==> config.mk <==
export PLATFORM = sky130hd
export DESIGN_NAME = ysyx_23060201_lsu
export DESIGN_NICKNAME = d
export VERILOG_FILES = /design/src/rtl/ysyx_23060201_lsu.sv
export SDC_FILE = /design/constraint.sdc
export NUM_CORES = 1
export LEC_CHECK = 0
export ABC_AREA = 1
export CORE_MARGIN = 3
export CORE_UTILIZATION = 49
export CTS_BUF_LIST = sky130_fd_sc_hd__clkbuf_4 sky130_fd_sc_hd__clkbuf_8
export DETAILED_ROUTE_END_ITERATION = 10
export HOLD_SLACK_MARGIN = 0.02
export PLACE_DENSITY = 0.88
export SETUP_SLACK_MARGIN = 0.3
export SYNTH_ARGS = -nofsm -noshare
export SYNTH_HDL_FRONTEND = slang
export SYNTH_SLANG_ARGS = --single-unit
==> constraint.sdc <==
create_clock -name clk -period 3.4 [get_ports clk]
set_input_delay 0.68 -clock clk [delete_from_list [all_inputs] [get_ports clk]]
set_output_delay 0.68 -clock clk [all_outputs]
set_load 0.02 [all_outputs]
==> src/rtl/ysyx_23060201_lsu.sv <==
// Load/store unit: aligns execute-stage memory requests onto a word-wide
// valid/ready data bus and returns extended load data plus an error flag.
module ysyx_23060201_lsu #(
   parameter int ADDR_WIDTH = 32,
   parameter int DATA_WIDTH = 32,
   parameter int TIMEOUT    = 255
) (
   input  logic                  clk,
   input  logic                  rst,
   input  logic                  req_valid,
   output logic                  req_ready,
   input  logic                  req_wen,
   input  logic                  req_ren,
   input  logic [ADDR_WIDTH-1:0] req_addr,
   input  logic [7:0]            req_wmask,
   input  logic [7:0]            req_rmask,
   input  logic [DATA_WIDTH-1:0] req_wdata,
   output logic                  resp_valid,
   input  logic                  resp_ready,
   output logic [DATA_WIDTH-1:0] resp_rdata,
   output logic                  resp_err,
   output logic                  bus_valid,
   input  logic                  bus_ready,
   output logic                  bus_wen,
   output logic [ADDR_WIDTH-1:0] bus_addr,
   output logic [3:0]            bus_wstrb,
   output logic [DATA_WIDTH-1:0] bus_wdata,
   input  logic                  bus_rvalid,
   input  logic [DATA_WIDTH-1:0] bus_rdata,
   input  logic                  bus_err
);

   localparam logic [7:0] TO = 8'(TIMEOUT);

   typedef enum logic [1:0] {IDLE, REQ, WAIT, RESP} state_t;

   state_t                state, state_nx;
   logic [ADDR_WIDTH-1:0] addr_q;
   logic [4:0]            mask_q;
   logic [DATA_WIDTH-1:0] wdata_q;
   logic                  wen_q;
   logic [7:0]            cnt_q;
   logic [DATA_WIDTH-1:0] rdata_q;
   logic                  err_q;

   logic                  accept;
   logic [4:0]            req_mask;
   logic                  mask_ok, misalign, req_err, short_path;
   logic                  timed_out, sx;
   logic [DATA_WIDTH-1:0] shifted, load_data;
   logic                  unused_bits;

   // Upper mask bits carry no meaning; only [3:0] size and rmask[4] sign.
   assign unused_bits = ^{req_wmask[7:4], req_rmask[7:5]};

   assign accept     = req_valid && (state == IDLE);
   assign req_mask   = req_wen ? {1'b0, req_wmask[3:0]} : req_rmask[4:0];
   assign mask_ok    = (req_mask[3:0] == 4'b0001) || (req_mask[3:0] == 4'b0011) ||
                       (req_mask[3:0] == 4'b1111);
   assign misalign   = ((req_mask[3:0] == 4'b0011) && req_addr[0]) ||
                       ((req_mask[3:0] == 4'b1111) && (req_addr[1:0] != 2'b00));
   assign req_err    = (req_wen && req_ren) || !mask_ok || misalign;
   // No-op requests and all request-side errors answer without bus traffic.
   assign short_path = !(req_wen || req_ren) || req_err;

   assign timed_out  = (cnt_q == TO);
   assign shifted    = bus_rdata >> {addr_q[1:0], 3'b000};
   assign sx         = mask_q[4];

   always_comb begin
      load_data = shifted;
      case (mask_q[3:0])
         4'b0001: load_data = {{(DATA_WIDTH-8){sx & shifted[7]}}, shifted[7:0]};
         4'b0011: load_data = {{(DATA_WIDTH-16){sx & shifted[15]}}, shifted[15:0]};
         default: load_data = shifted;
      endcase
   end

   always_comb begin
      state_nx = state;
      case (state)
         IDLE: if (accept) state_nx = short_path ? RESP : REQ;
         REQ:  if (bus_ready) state_nx = WAIT;
         WAIT: if (bus_rvalid || timed_out) state_nx = RESP;
         RESP: if (resp_ready) state_nx = IDLE;
         default: state_nx = IDLE;
      endcase
   end

   always_comb begin
      req_ready  = (state == IDLE);
      resp_valid = (state == RESP);
      bus_valid  = 1'b0;
      bus_wen    = 1'b0;
      bus_addr   = '0;
      bus_wstrb  = 4'b0000;
      bus_wdata  = '0;
      if (state == REQ) begin
         bus_valid = 1'b1;
         bus_wen   = wen_q;
         bus_addr  = {addr_q[ADDR_WIDTH-1:2], 2'b00};
         bus_wstrb = mask_q[3:0] << addr_q[1:0];
         bus_wdata = wdata_q << {addr_q[1:0], 3'b000};
      end
   end

   assign resp_rdata = rdata_q;
   assign resp_err   = err_q;

   always_ff @(posedge clk) begin
      if (rst) begin
         state   <= IDLE;
         addr_q  <= '0;
         mask_q  <= '0;
         wdata_q <= '0;
         wen_q   <= 1'b0;
         cnt_q   <= '0;
         rdata_q <= '0;
         err_q   <= 1'b0;
      end else begin
         state <= state_nx;
         case (state)
            IDLE: if (accept) begin
               addr_q  <= req_addr;
               mask_q  <= req_mask;
               wdata_q <= req_wdata;
               wen_q   <= req_wen;
               rdata_q <= '0;
               err_q   <= (req_wen || req_ren) && req_err;
            end
            REQ: cnt_q <= '0;
            WAIT: begin
               if (bus_rvalid) begin
                  err_q   <= bus_err;
                  rdata_q <= (bus_err || wen_q) ? '0 : load_data;
               end else if (timed_out) begin
                  err_q   <= 1'b1;
                  rdata_q <= '0;
               end else begin
                  cnt_q <= cnt_q + 8'd1;
               end
            end
            default: ;
         endcase
      end
   end

endmodule

; After elaboration in Yosys (flattened, before gate mapping)
; Cells that the tools add are included.
[totals]
romBits = 0
latch_bits = 0
register_bits = 113
memories = 0
out_inout_bits = 105
in_bits = 121
elab_cells = 79
ram_bits = 0
[op_classes]
n_lt_le_gt_ge = 0
shift = 3
n_eq_ne = 16
n_div = 0
multipliers = 0
add_sub_neg = 1
reduce_logical = 24
n_bitwise = 2
muxes = 25
[op_table]
columns = operator, n
row1 = $mux W32, 6
row2 = $pmux W32 S2, 2
row3 = $shl A32 B5 Y32, 1
row4 = $shr A32 B5 Y32, 1
row5 = $mux W8, 2
row6 = $pmux W8 S2, 1
row7 = $mux W2, 5
row8 = $logic_or A1 B1 Y1, 9
row9 = $add A8 B1 Y8 const B, 1
row10 = $eq A4 B1 Y1 const B, 2
row11 = $eq A4 B2 Y1 const B, 2
row12 = $eq A8 B8 Y1 const B, 1
row13 = $ne A2 B2 Y1 const B, 4
row14 = $pmux W2 S4, 1
row15 = $reduce_and A3 Y1, 2
row16 = $reduce_bool A2 Y1, 3
row17 = $logic_and A1 B1 Y1, 5
row18 = $mux W1, 5
row19 = $mux W5, 1
row20 = $eq A2 B2 Y1 const B, 2
row21 = $eq A4 B4 Y1 const B, 1
row22 = $mux W4, 1
row23 = $ne A2 B1 Y1 const B, 2
row24 = $reduce_and A4 Y1, 1
row25 = 8 further kinds, 10

; Logic depth before layout (Yosys ltp)
[depth]
ltp_word = 11
depth_mapped = 11
depth_no_buf = 11

; Worst setup path before layout
; OpenSTA, ideal clock, no wires.
[synth_timing]
path_kind = register to output
start = reg state[1]
end = out bus_wdata[22]
path_stages_with_launch = 9
path_buffers = 2
t_required_ns = 2.720
setup_slack_ns = 0.908
arrival_ns = 1.812
path_cell_list = dfxtp_1 inv_1 ha_1 clkbuf_1 inv_1 nor2_1 clkinv_1 clkbuf_1 o22ai_1
[synth_via]
elab_chain_len = 2
[synth_rtl]
columns = element, line
row1 = start: declaration, 37  ; state_t state, state_nx;
row2 = start signal: assignment, 121  ; state <= state_nx;
row3 = $eq A2 B1 Y1, 98  ; if (state == REQ) begin
row4 = $mux W32, 98
row5 = end: declaration, 27  ; output logic [DATA_WIDTH-1:0] bus_wdata,
; Every way passes these cells.

; Final worst setup path
[layout_timing]
start = reg state[1]
end = out bus_wdata[0]
; The elaborated chain is that of the path after synthesis.

==> flow_summary_export.csv <==
group,metric,value,unit
yosys,synth-xor-area-share,0.00148,
yosys,synthCells,921,
sta,setup-violations-final,0,
placed_design,detailed_place_hpwl,12.9,mm
critical_path,regToRegSetupSlack,1350,ps
pwr,p_comb_frac,0.437,
final_layout,synthToLayoutAreaGrowth,43.9,%
sta,slew_headroom,0.364,
yosys,synth_top_cell_area_share,0.382,
outcome,status,"finished, final reports clean",
critical_path,r2r_end,"resp_rdata[31]",
yosys,syn_area_per_cell,6.43,µm²
yosys,syn_area,5920,µm²
final_layout,final_cell_area,8520,µm²
yosys,yosys-top-cells-count,"nand2_1 (211), nor2_1 (148), o21ai_0 (126)",
placed_design,portBuffers,216,
clocking,cts_max_path_buffers,2,
yosys,synth-seq-cells,113,
yosys,synth_top_flop_cell,"dfxtp_1",
pwr,power,5.62,mW
floorplan,dieArea,13400,µm²
clocking,htree_levels,4,
critical_path,critPathLaunchType,"register",
grt,grt_pass1_wl,29.0,mm
yosys,synth_compound_area_frac,0.222,
sta,hold_violations,0,
floorplan,die-width,116,µm
pwr,p_switching,2.25,mW
yosys,ys_types,38,
critical_path,startpoint,"state[1]",
clocking,cts_root_buf,"clkbuf_8",
sta,max_clock_freq,343,MHz
floorplan,start_util,0.510,
placed_design,gp_congestion,0.907,
yosys,yosys.area_share.simple,0.267,
sta,rsz0062_at_grt,"false",
pwr,p_seq_frac,0.310,
clocking,cts.clk_slew.worst_paths,60,ps
yosys,yosys.area_share.adder,0.0106,
grt,grt_antenna_before_repair,0,
floorplan,num_rows,39,
yosys,synth_top_family_by_area,"simple AND/OR/NAND/NOR gates",
routing,drcViolationCount,0,
yosys,synth_area_leader_cell,"dfxtp_1",
sta,finalSetupTns,0,ps
sta,skew,8.22,ps
pwr,internal_power,3.37,mW
grt,grt_usage,0.273,
critical_path,required,2720,ps
flow_run,cap_violations,0,
routing,drtPass1Iterations,5,
clocking,clock-sinks,113,
sta,holdWs,464,ps
clocking,clock_latency,440,ps
final_layout,filler_cell_count,946,
routing,post_drt_wl_per_cell,14.5,µm
yosys,yosysWarnings,0,
floorplan,die_h,116,µm
grt,grt_max_degree,84,
final_layout,drive_gt1_frac,0.0715,
critical_path,crit_arrival,2230,ps
critical_path,worstReg2RegStart,"addr_q[0]",
placed_design,place_ws,563,ps
final_layout,layout.nets,1232,
clocking,cts_tree,"built",
routing,vias,6521,
routing,wl,18.3,mm
clocking,hold_buffers,0,
grt,grt_pass1_vias,6159,
sta,worstMarginPinSlew,952,ps
sta,finalCritPeriodShare,0.856,
critical_path,crit_path_end,"bus_wdata[0]",
clocking,numCtsBuffers,17,
sta,period_minus_slack,2910,ps
final_layout,antennaDiodeCount,0,
yosys,synth_edf_count,0,
pwr,switching_share,0.400,
grt,grt-ovfl-total,0,
sta,postLayoutSetupSlackWorst,488,ps
pwr,leakagePower,3.75,nW
critical_path,ff2ff_path_depth,7,
floorplan,io_pins,226,
critical_path,endpoint_kind,"output port",
routing,drtIter0Drc,579,
worst_hold_path,hp-class,"reg2reg",
yosys,synth.most_common_cell,"nand2_1",
yosys,synthMuxAreaShare,0.00169,
pwr,ir_drop,0.464,mV
sta,slew_viol_final,0,
yosys,seq_area_frac_synth,0.382,
pwr,power_frac_clock,0.253,
yosys,synthArstFlopShare,0,
pwr,p_per_area,659,nW/µm²
yosys,synth.area.top_cells,"dfxtp_1 (38%), nand2_1 (13%), o21ai_0 (11%)",
floorplan,core_area,11600,µm²
routing,drtAntennaViolNets,0,
placed_design,placed_area,8070,µm²
critical_path,path_max_fanout,10,
critical_path,critical_path_class,"reg2out",
routing,via_per_inst,5.17,
==> sequential cells by signal (all words and copies together), names as in the netlist <==
signal / count
wen_q: 1
resp_err: 1
cnt_q: 8
addr_q: 32
state: 2
mask_q: 5
wdata_q: 32
resp_rdata: 32
==> logic make-up (layout without fill, tap and decap cells) <==
logic type                 count (synthesis)  after routing
buffers and inverters                    165            362
and+or+nand+nor                          395            395
other                                      1              2
DFF                                      113            113
xor gates and xnor gates                   1              1
muxes                                      1              1
adders and majority gates                  5              5
AOI/OAI and AO/OA                        240            240
==> cell usage in the layout (no fill, tap or decap), drive strengths merged, types with 3 or more instances in the layout <==
cell,instances
clkinv,4
a211oi,3
o31ai,7
o21ai,131
buf,11
dlygate4sd2,31
a21oi,72
nand2,217
nor2,151
ha,5
inv,100
nor3,6
bufinv,4
dfxtp,113
nand3,17
o211ai,7
clkdlybuf4s50,182
o22ai,18
clkbuf,26
==> timing repair <==
| item | CTS | global route |
|---|---|---|
| gates cloned | 0 | 0 |
| buffers inserted | 0 | 0 |
| gates resized for setup | 34 | 3 |
| setup endpoints to repair | 34 | 6 |
==> power groups by stage <==
stage               logic [mW]  registers, mW  clock network [mW]
finish                    2.45           1.74                1.42
global route              2.73           1.77                1.50
CTS                       2.44           1.74                1.45
detailed placement        2.46           1.77                   0
global placement          2.42           1.75                   0
floorplan                 1.66           1.75                   0
==> metrics by stage <==
| stage | instances | util |
|---|---|---|
| after detailed placement | 1230 | 0.695 |
| after CTS | 1262 | 0.732 |
| final | 1262 | 0.733 |
| after floorplan | 922 | - |
| after global routing | 1262 | 0.733 |
| after global placement | 1230 | 0.695 |
==> layout make-up <==
class	count	area, µm²	area share
sequential	113	2260	0.266
inverter	103	402	0.0472
clock buffer	25	344	0.0404
multi-input combinational	644	2990	0.350
clock inverter	7	119	0.0140
tap	143	179	0.0210
timing repair buffer	227	2230	0.261
==> metal layers <==
layer	vias to the layer above	track usage	routed length (µm)
met5	-	0	0
met4	0	0.0974	370
met3	35	0.110	1780
met2	254	0.465	8850
met1	2927	0.309	7270
li1	3305	-	-
==> worst min-delay path by stage <==
stage / from / end / slack, ps / cells after the start
after floorplan: wdata_q[16] / wdata_q[16] / 440 / 2
after global placement: wdata_q[21] / wdata_q[21] / 450 / 2
after detailed placement: resp_rdata[3] / resp_rdata[3] / 460 / 2
after CTS: resp_rdata[3] / resp_rdata[3] / 470 / 2
after global routing: resp_rdata[2] / resp_rdata[2] / 480 / 2
final: resp_rdata[3] / resp_rdata[3] / 460 / 2
==> worst max-delay path, cell delays in order (launching register included) <==
cell	delay, ps
dfxtp_1	340
inv_1	80
ha_1	200
inv_1	90
nor2_1	110
bufinv_8	220
nor2_1	120
clkdlybuf4s50_1	630
(Power assumes the default switching activity.)
